--- config.mk ---
export PLATFORM = sky130hd
export DESIGN_NAME = exp3_unidade_controle
export DESIGN_NICKNAME = d
export VERILOG_FILES = /design/src/rtl/exp3_unidade_controle.sv
export SDC_FILE = /design/constraint.sdc
export NUM_CORES = 1
export LEC_CHECK = 0
export ABC_AREA = 1
export ABC_CLOCK_PERIOD_IN_PS = 1050
export CAP_MARGIN = 20
export CORE_MARGIN = 1
export CORE_UTILIZATION = 38
export DETAILED_ROUTE_END_ITERATION = 16
export GPL_TIMING_DRIVEN = 0
export PLACE_DENSITY = 0.71
export SLEW_MARGIN = 20
export SYNTH_ARGS = -nofsm -noshare
export SYNTH_HDL_FRONTEND = slang
export SYNTH_SLANG_ARGS = --single-unit
--- constraint.sdc ---
create_clock -name clock -period 1.05 [get_ports clock]
set_input_delay 0.1575 -clock clock [delete_from_list [all_inputs] [get_ports clock]]
set_output_delay 0.1575 -clock clock [all_outputs]
set_load 0.01 [all_outputs]
--- src/rtl/exp3_unidade_controle.sv ---
// exp3_unidade_controle: control unit for the exp3 memory-check datapath.
// Sequences one pass over the 16-entry ROM. For each player move it latches
// the switches, checks the comparator and advances the address. The pass ends
// in a success, error or timeout state.
module exp3_unidade_controle #(
    parameter int unsigned TIMEOUT_CICLOS = 0,
    parameter int unsigned TW             = 16
) (
    input  logic       clock,
    input  logic       reset,
    input  logic       iniciar,
    input  logic       jogada,
    input  logic       chavesIgualMemoria,
    input  logic       fimC,
    output logic       zeraC,
    output logic       contaC,
    output logic       zeraR,
    output logic       registraR,
    output logic       pronto,
    output logic       acertou,
    output logic       errou,
    output logic       timeout,
    output logic [3:0] db_estado
);

    // State codes double as the debug code shown on db_estado.
    typedef enum logic [3:0] {
        inicial     = 4'h0,
        preparacao  = 4'h1,
        espera      = 4'h2,
        registra    = 4'h4,
        comparacao  = 4'h5,
        proximo     = 4'h6,
        fim_acertou = 4'hA,
        fim_errou   = 4'hE,
        fim_timeout = 4'hF
    } estado_t;

    localparam bit            TEMPORIZA = (TIMEOUT_CICLOS > 0);
    localparam logic [TW-1:0] LIMITE    = TEMPORIZA ? TW'(TIMEOUT_CICLOS - 1) : '0;

    estado_t       estado;
    estado_t       prox;
    logic          jogada_d;
    logic [TW-1:0] cont_espera;
    logic          pulso;
    logic          expirou;

    // Rising edge of the move button. A button already held when espera is
    // entered gives no pulse, because jogada_d is already high.
    assign pulso   = jogada & ~jogada_d;
    assign expirou = TEMPORIZA && (cont_espera == LIMITE);

    // Transition rules. Unknown codes fall back to inicial.
    function automatic estado_t proximo_estado(
        input estado_t atual,
        input logic    pulso_i,
        input logic    expirou_i,
        input logic    iniciar_i,
        input logic    igual_i,
        input logic    fim_i
    );
        estado_t nxt;
        nxt = inicial;
        case (atual)
            inicial:     nxt = iniciar_i ? preparacao : inicial;
            preparacao:  nxt = espera;
            // A move in the same cycle as the timeout is accepted.
            espera:      nxt = pulso_i   ? registra    :
                               expirou_i ? fim_timeout : espera;
            registra:    nxt = comparacao;
            // A mismatch is checked before the end-of-ROM flag, so a wrong
            // entry at address 15 still ends in fim_errou.
            comparacao:  nxt = !igual_i ? fim_errou   :
                               fim_i    ? fim_acertou : proximo;
            proximo:     nxt = espera;
            fim_acertou,
            fim_errou,
            fim_timeout: nxt = iniciar_i ? preparacao : atual;
            default:     nxt = inicial;
        endcase
        return nxt;
    endfunction

    // Output pattern of each state, in the order
    // {zeraC, contaC, zeraR, registraR, pronto, acertou, errou, timeout}.
    function automatic logic [7:0] saidas(input estado_t e);
        logic [7:0] s;
        s = 8'b0000_0000;
        case (e)
            preparacao:  s = 8'b1010_0000;
            registra:    s = 8'b0001_0000;
            proximo:     s = 8'b0100_0000;
            fim_acertou: s = 8'b0000_1100;
            fim_errou:   s = 8'b0000_1010;
            fim_timeout: s = 8'b0000_1011;
            default:     s = 8'b0000_0000;
        endcase
        return s;
    endfunction

    assign prox = proximo_estado(estado, pulso, expirou, iniciar,
                                 chavesIgualMemoria, fimC);

    // State register, edge-detect flop, espera timer and registered outputs.
    // NOTE: the outputs are registered from the next state, so each one changes
    // on the same edge as the state register and always matches its state.
    always_ff @(posedge clock) begin
        // NOTE: this block uses only non-blocking assignments. Every register
        // then updates from values taken before the edge, with no
        // order-dependent races between the assignments.
        if (reset) begin
            estado      <= inicial;
            jogada_d    <= 1'b0;
            cont_espera <= '0;
            {zeraC, contaC, zeraR, registraR,
             pronto, acertou, errou, timeout} <= 8'b0000_0000;
        end else begin
            estado      <= prox;
            jogada_d    <= jogada;
            cont_espera <= (estado == espera) ? cont_espera + TW'(1) : '0;
            {zeraC, contaC, zeraR, registraR,
             pronto, acertou, errou, timeout} <= saidas(prox);
        end
    end

    assign db_estado = estado;

endmodule

After elaboration in Yosys (flattened, before gate mapping):

Cells that the tools add are included.

* output and inout port bits: 12
* register bits: 13
* word-level logic and storage cells: 36
* input bits: 6

* muxes and demuxes: 7
* bitwise logic cells: 2
* reductions and logical operators: 3
* eq/ne operators: 14

Operators by type and width (number)
* $pmux 8 s6: 1
* $eq 4x4->1 const B: 6
* $pmux 4 s6: 1
* $eq 4x3->1 const B: 5
* $mux 4: 3
* $eq 4x1->1 const B: 2
* $eq 4x2->1 const B: 1
* $logic_not 4->1: 1
* $mux 3: 1
* $reduce_or 3->1: 1
* $reduce_or 2->1: 1
* $and 1x1->1: 1
* $mux 1: 1
* $not 1->1: 1

Depth between registers and ports, before layout:

* depth in word-level cells: 6
* depth in mapped cells: 8
* gate-level depth less buffers: 8

Least setup slack after synthesis:

Ideal clock, no wire load.

* path type: register to register
* start: register estado[0] (netlist: db_estado[0])
* end: register errou
* cell stages (with the launch flop): 6
* setup time: 0.128 ns
* data required time: 0.922 ns
* slack: -0.003 ns
* arrival time: 0.925 ns
* path through: dfxtp_1 > inv_2 > o211ai_2 > nand3_2 > nand2_1 > nor2_1

* word-level cells in the longest chain between the ends: 5
* elaborated cells on any way between the ends: 20
* classes of those cells: eq/ne (14); mux (3); reduce/logical (3)

Ends and longest elaborated chain
* from (decl): line 42 `estado_t estado;`
* from (signal assigned): line 113 `estado <= inicial;`
* from (signal assigned): line 119 `estado <= prox;`
* $eq 4x4->1 (tied with other cells): line 65 `case (atual)`
* $reduce_or 3->1 or $reduce_or 2->1 (tied branches)
* $pmux 4 s6 *: line 65
* $eq 4x4->1 (tied with other cells): line 90 `case (e)`
* $pmux 8 s6 *: line 90
* to (decl): line 21 `output logic errou,`

Every way passes the cells marked *; elsewhere a longest branch is shown, timed or not.
A chain may end at the register's enable or synchronous reset.

Worst setup path after layout:

* start: register estado[2] (netlist: db_estado[2])
* end: register contaC

* word-level cells in the longest chain between the ends: 5
* elaborated cells on any way between the ends: 20
* classes of those cells: eq/ne (14); mux (3); reduce/logical (3)

Ends and longest elaborated chain
* $eq 4x4->1 (tied with other cells): line 65
* $reduce_or 3->1 or $reduce_or 2->1 (tied branches)
* $pmux 4 s6 *: line 65
* $eq 4x4->1 (tied with other cells): line 90
* $pmux 8 s6 *: line 90
* to (decl): line 16 `output logic contaC,`

Marks and branches as above.

==> results <==
## cell type report
| cell class | instances | area (sq um) |
|---|---|---|
| Fill cell | 137 | 563 |
| Clock buffer | 3 | 22.5 |
| Multi-Input combinational cell | 48 | 278 |
| Tap cell | 15 | 18.8 |
| Timing Repair Buffer | 17 | 138 |
| Buffer | 2 | 12.5 |
| Inverter | 12 | 45.0 |
| Sequential cell | 12 | 256 |
## cells by family (layout without fill, tap and decap cells)
family / Yosys count / in the layout / synth area share [%]
DFF: 12 / 12 / 43.5
AOI/OAI and AO/OA: 5 / 5 / 6.80
buffers and inverters: 14 / 34 / 10.2
and+or+nand+nor: 43 / 43 / 39.5
## state kept, by name, indices dropped and copies added (netlist names)
| name | cells |
|---|---|
| jogada_d | 1 |
| acertou | 1 |
| pronto | 1 |
| timeout | 1 |
| contaC | 1 |
| registraR | 1 |
| zeraC | 1 |
| db_estado | 4 |
| errou | 1 |
## report_power, final
part / switching (uW) / total (uW) / internal (uW)
Clock: 131 / 263 / 132
Sequential: 17.1 / 484 / 467
Combinational: 85.2 / 153 / 68.2
## layer usage
metal	share of wire (%)	wire (microns)	track usage [%]
met1	45	471	17.7
met3	6.3	67	10.0
met4	0.76	8	5.17
met2	48	509	26.2
met5	0	0	0
## synthesized netlist by cell type
cell / number / share of area, %
a211oi_1: 1 / 1.4
a31oi_1: 2 / 2.3
buf_4: 1 / 1.4
clkbuf_1: 1 / 0.68
clkinv_1: 1 / 0.68
dfxtp_1: 12 / 44
inv_1: 7 / 4.8
inv_2: 4 / 2.7
nand2_1: 12 / 8.2
nand2_2: 3 / 3.4
nand3_1: 5 / 4.5
nand3_2: 2 / 3.6
nand4_1: 1 / 1.1
nand4_2: 1 / 2.3
nor2_1: 13 / 8.8
nor2_2: 5 / 5.7
nor3_2: 1 / 1.8
o211ai_2: 1 / 2.3
o21ai_0: 1 / 0.91
## per-stage QoR
step                hold slack (ns)  TNS, ns
floorplan                     0.227        0
global placement              0.543    -2.78
detailed placement            0.551    -2.95
CTS                           0.473  -0.0174
global route                  0.486   -0.134
finish                        0.482        0
## timing repair
item | 4_1_cts | 5_1_grt
pin swaps | 0 | 1
endpoints found under the setup margin | 16 | 12
resized for setup | 29 | 14
## worst max-delay path, delay by kind of cell (launching register included)
| kind | cells | cell delay [ns] |
|---|---|---|
| flops | 1 | 0.37 |
| simple gates | 5 | 0.60 |
## worst min-delay path by stage
stage	endpoint	startpoint	slack, ns
3_5_place_dp	registraR	jogada_d	0.55
5_1_grt	jogada_d	jogada	0.49
4_1_cts	jogada_d	jogada	0.47
2_1_floorplan	acertou	reset	0.23
6_report	jogada_d	jogada	0.48
3_3_place_gp	registraR	jogada_d	0.54
==> reports/qor.yml <==
status: "complete, no violations"
die_h_microns: 40.1
cap_viol_max_count: 0
first_pass_iters: 4
start_util_pct: 41.4
drv_slew: 0
die_area_sq_um: 1610
cts_hold_buf: 0
crit_fanout: 5
cellLeakagePower_uw: 0.000381
antenna_found_initial: 0
cts_setup_buffers: 0
port_buffers: 17
gp_congestion: 0.818
hold_path.class: "in -> reg"
boundaryPins: 18
worstReg2RegStart: "db_estado[2]"
ir_worst_vdd_mv: 0.922
power.total_uw: 901
final_cell_mix: "nor2_1, nand2_1, dfxtp_1"
place_area_sq_um: 742
rrSetupSlack_ns: 0.02
detailedPlace.worstSlack_ns: -0.257
wl_per_cell_microns: 9.69
worstPathCellList: "nor2_4 -> nand4_2 -> nand3_2 -> nand2_1 -> nor2_1"
grt_pass1_wl_microns: 1650
worst_pin_slew_ns: 0.254
clk_latency_ns: 0.26
postLayoutCellArea_sq_um: 771
synth.distinct_cells: 19
arrival_ns: 1.23
reg2reg_to: "contaC"
critPathSlowestCell: "dfxtp_4"
syn-cell-area_sq_um: 552
instances_no_fill: 109
fp.dieW_microns: 40.1
hold_violations: 0
cts_tree: "done"
cts-root-buf: "clkbuf_4"
end_kind: "flop"
setup_viol: 0
cp-startpoint: "db_estado[2]"
slowest_delay_ns: 0.37
antenna_cells: 0
grt_use_total_pct: 16.4
path_clk_slew_ns: 0.06
finClkSkew_ns: 0.00176
final_util_pct: 57.8
timing.final.ws_setup_ns: 0.0246
routed_wl_microns: 1060
grt_max_degree: 11
timing.final.crit_share_pct: 97.7
synth_seq_cells: 12
synth.avg_cell_area_sq_um: 7.46
vias: 510
setup.worst_path.class: "reg -> reg"
required_ns: 1.26
rows: 13
p_per_area_nw_per_um2: 1170
synth_nets: 80
ant_nets: 0
syn_to_final_growth_pct: 39.7
clock-sinks: 12
max_slew_margin_pct: 83.0
whs_path_depth: 3
core_area_sq_um: 1330
period_minus_slack_ns: 1.03
ys_seq_area_share_pct: 43.5
cts_inserted_buffers: 3
htree_num_levels: 1
worstSetupEndpoint: "contaC"
dp.cells: 106
nNetsFinal: 102
drive_gt1_share_pct: 39.4
route.detailed.drc: 0
startpoint_type: "flop"
cts.path.max_buffers: 2
fmax_ghz: 0.975
grt.overflow.total: 0
r2r_cells: 5
final_common_cell: "nor2_1"
routed_via_density: 4.68
ys_warn_count: 0
syn_inst: 74
dp_hpwl_microns: 827
rsz0062_at_grt: "true"
grt_pass1_vias: 412
drtIter0Drc: 11
Note: power is estimated with default switching activity, not from simulation.
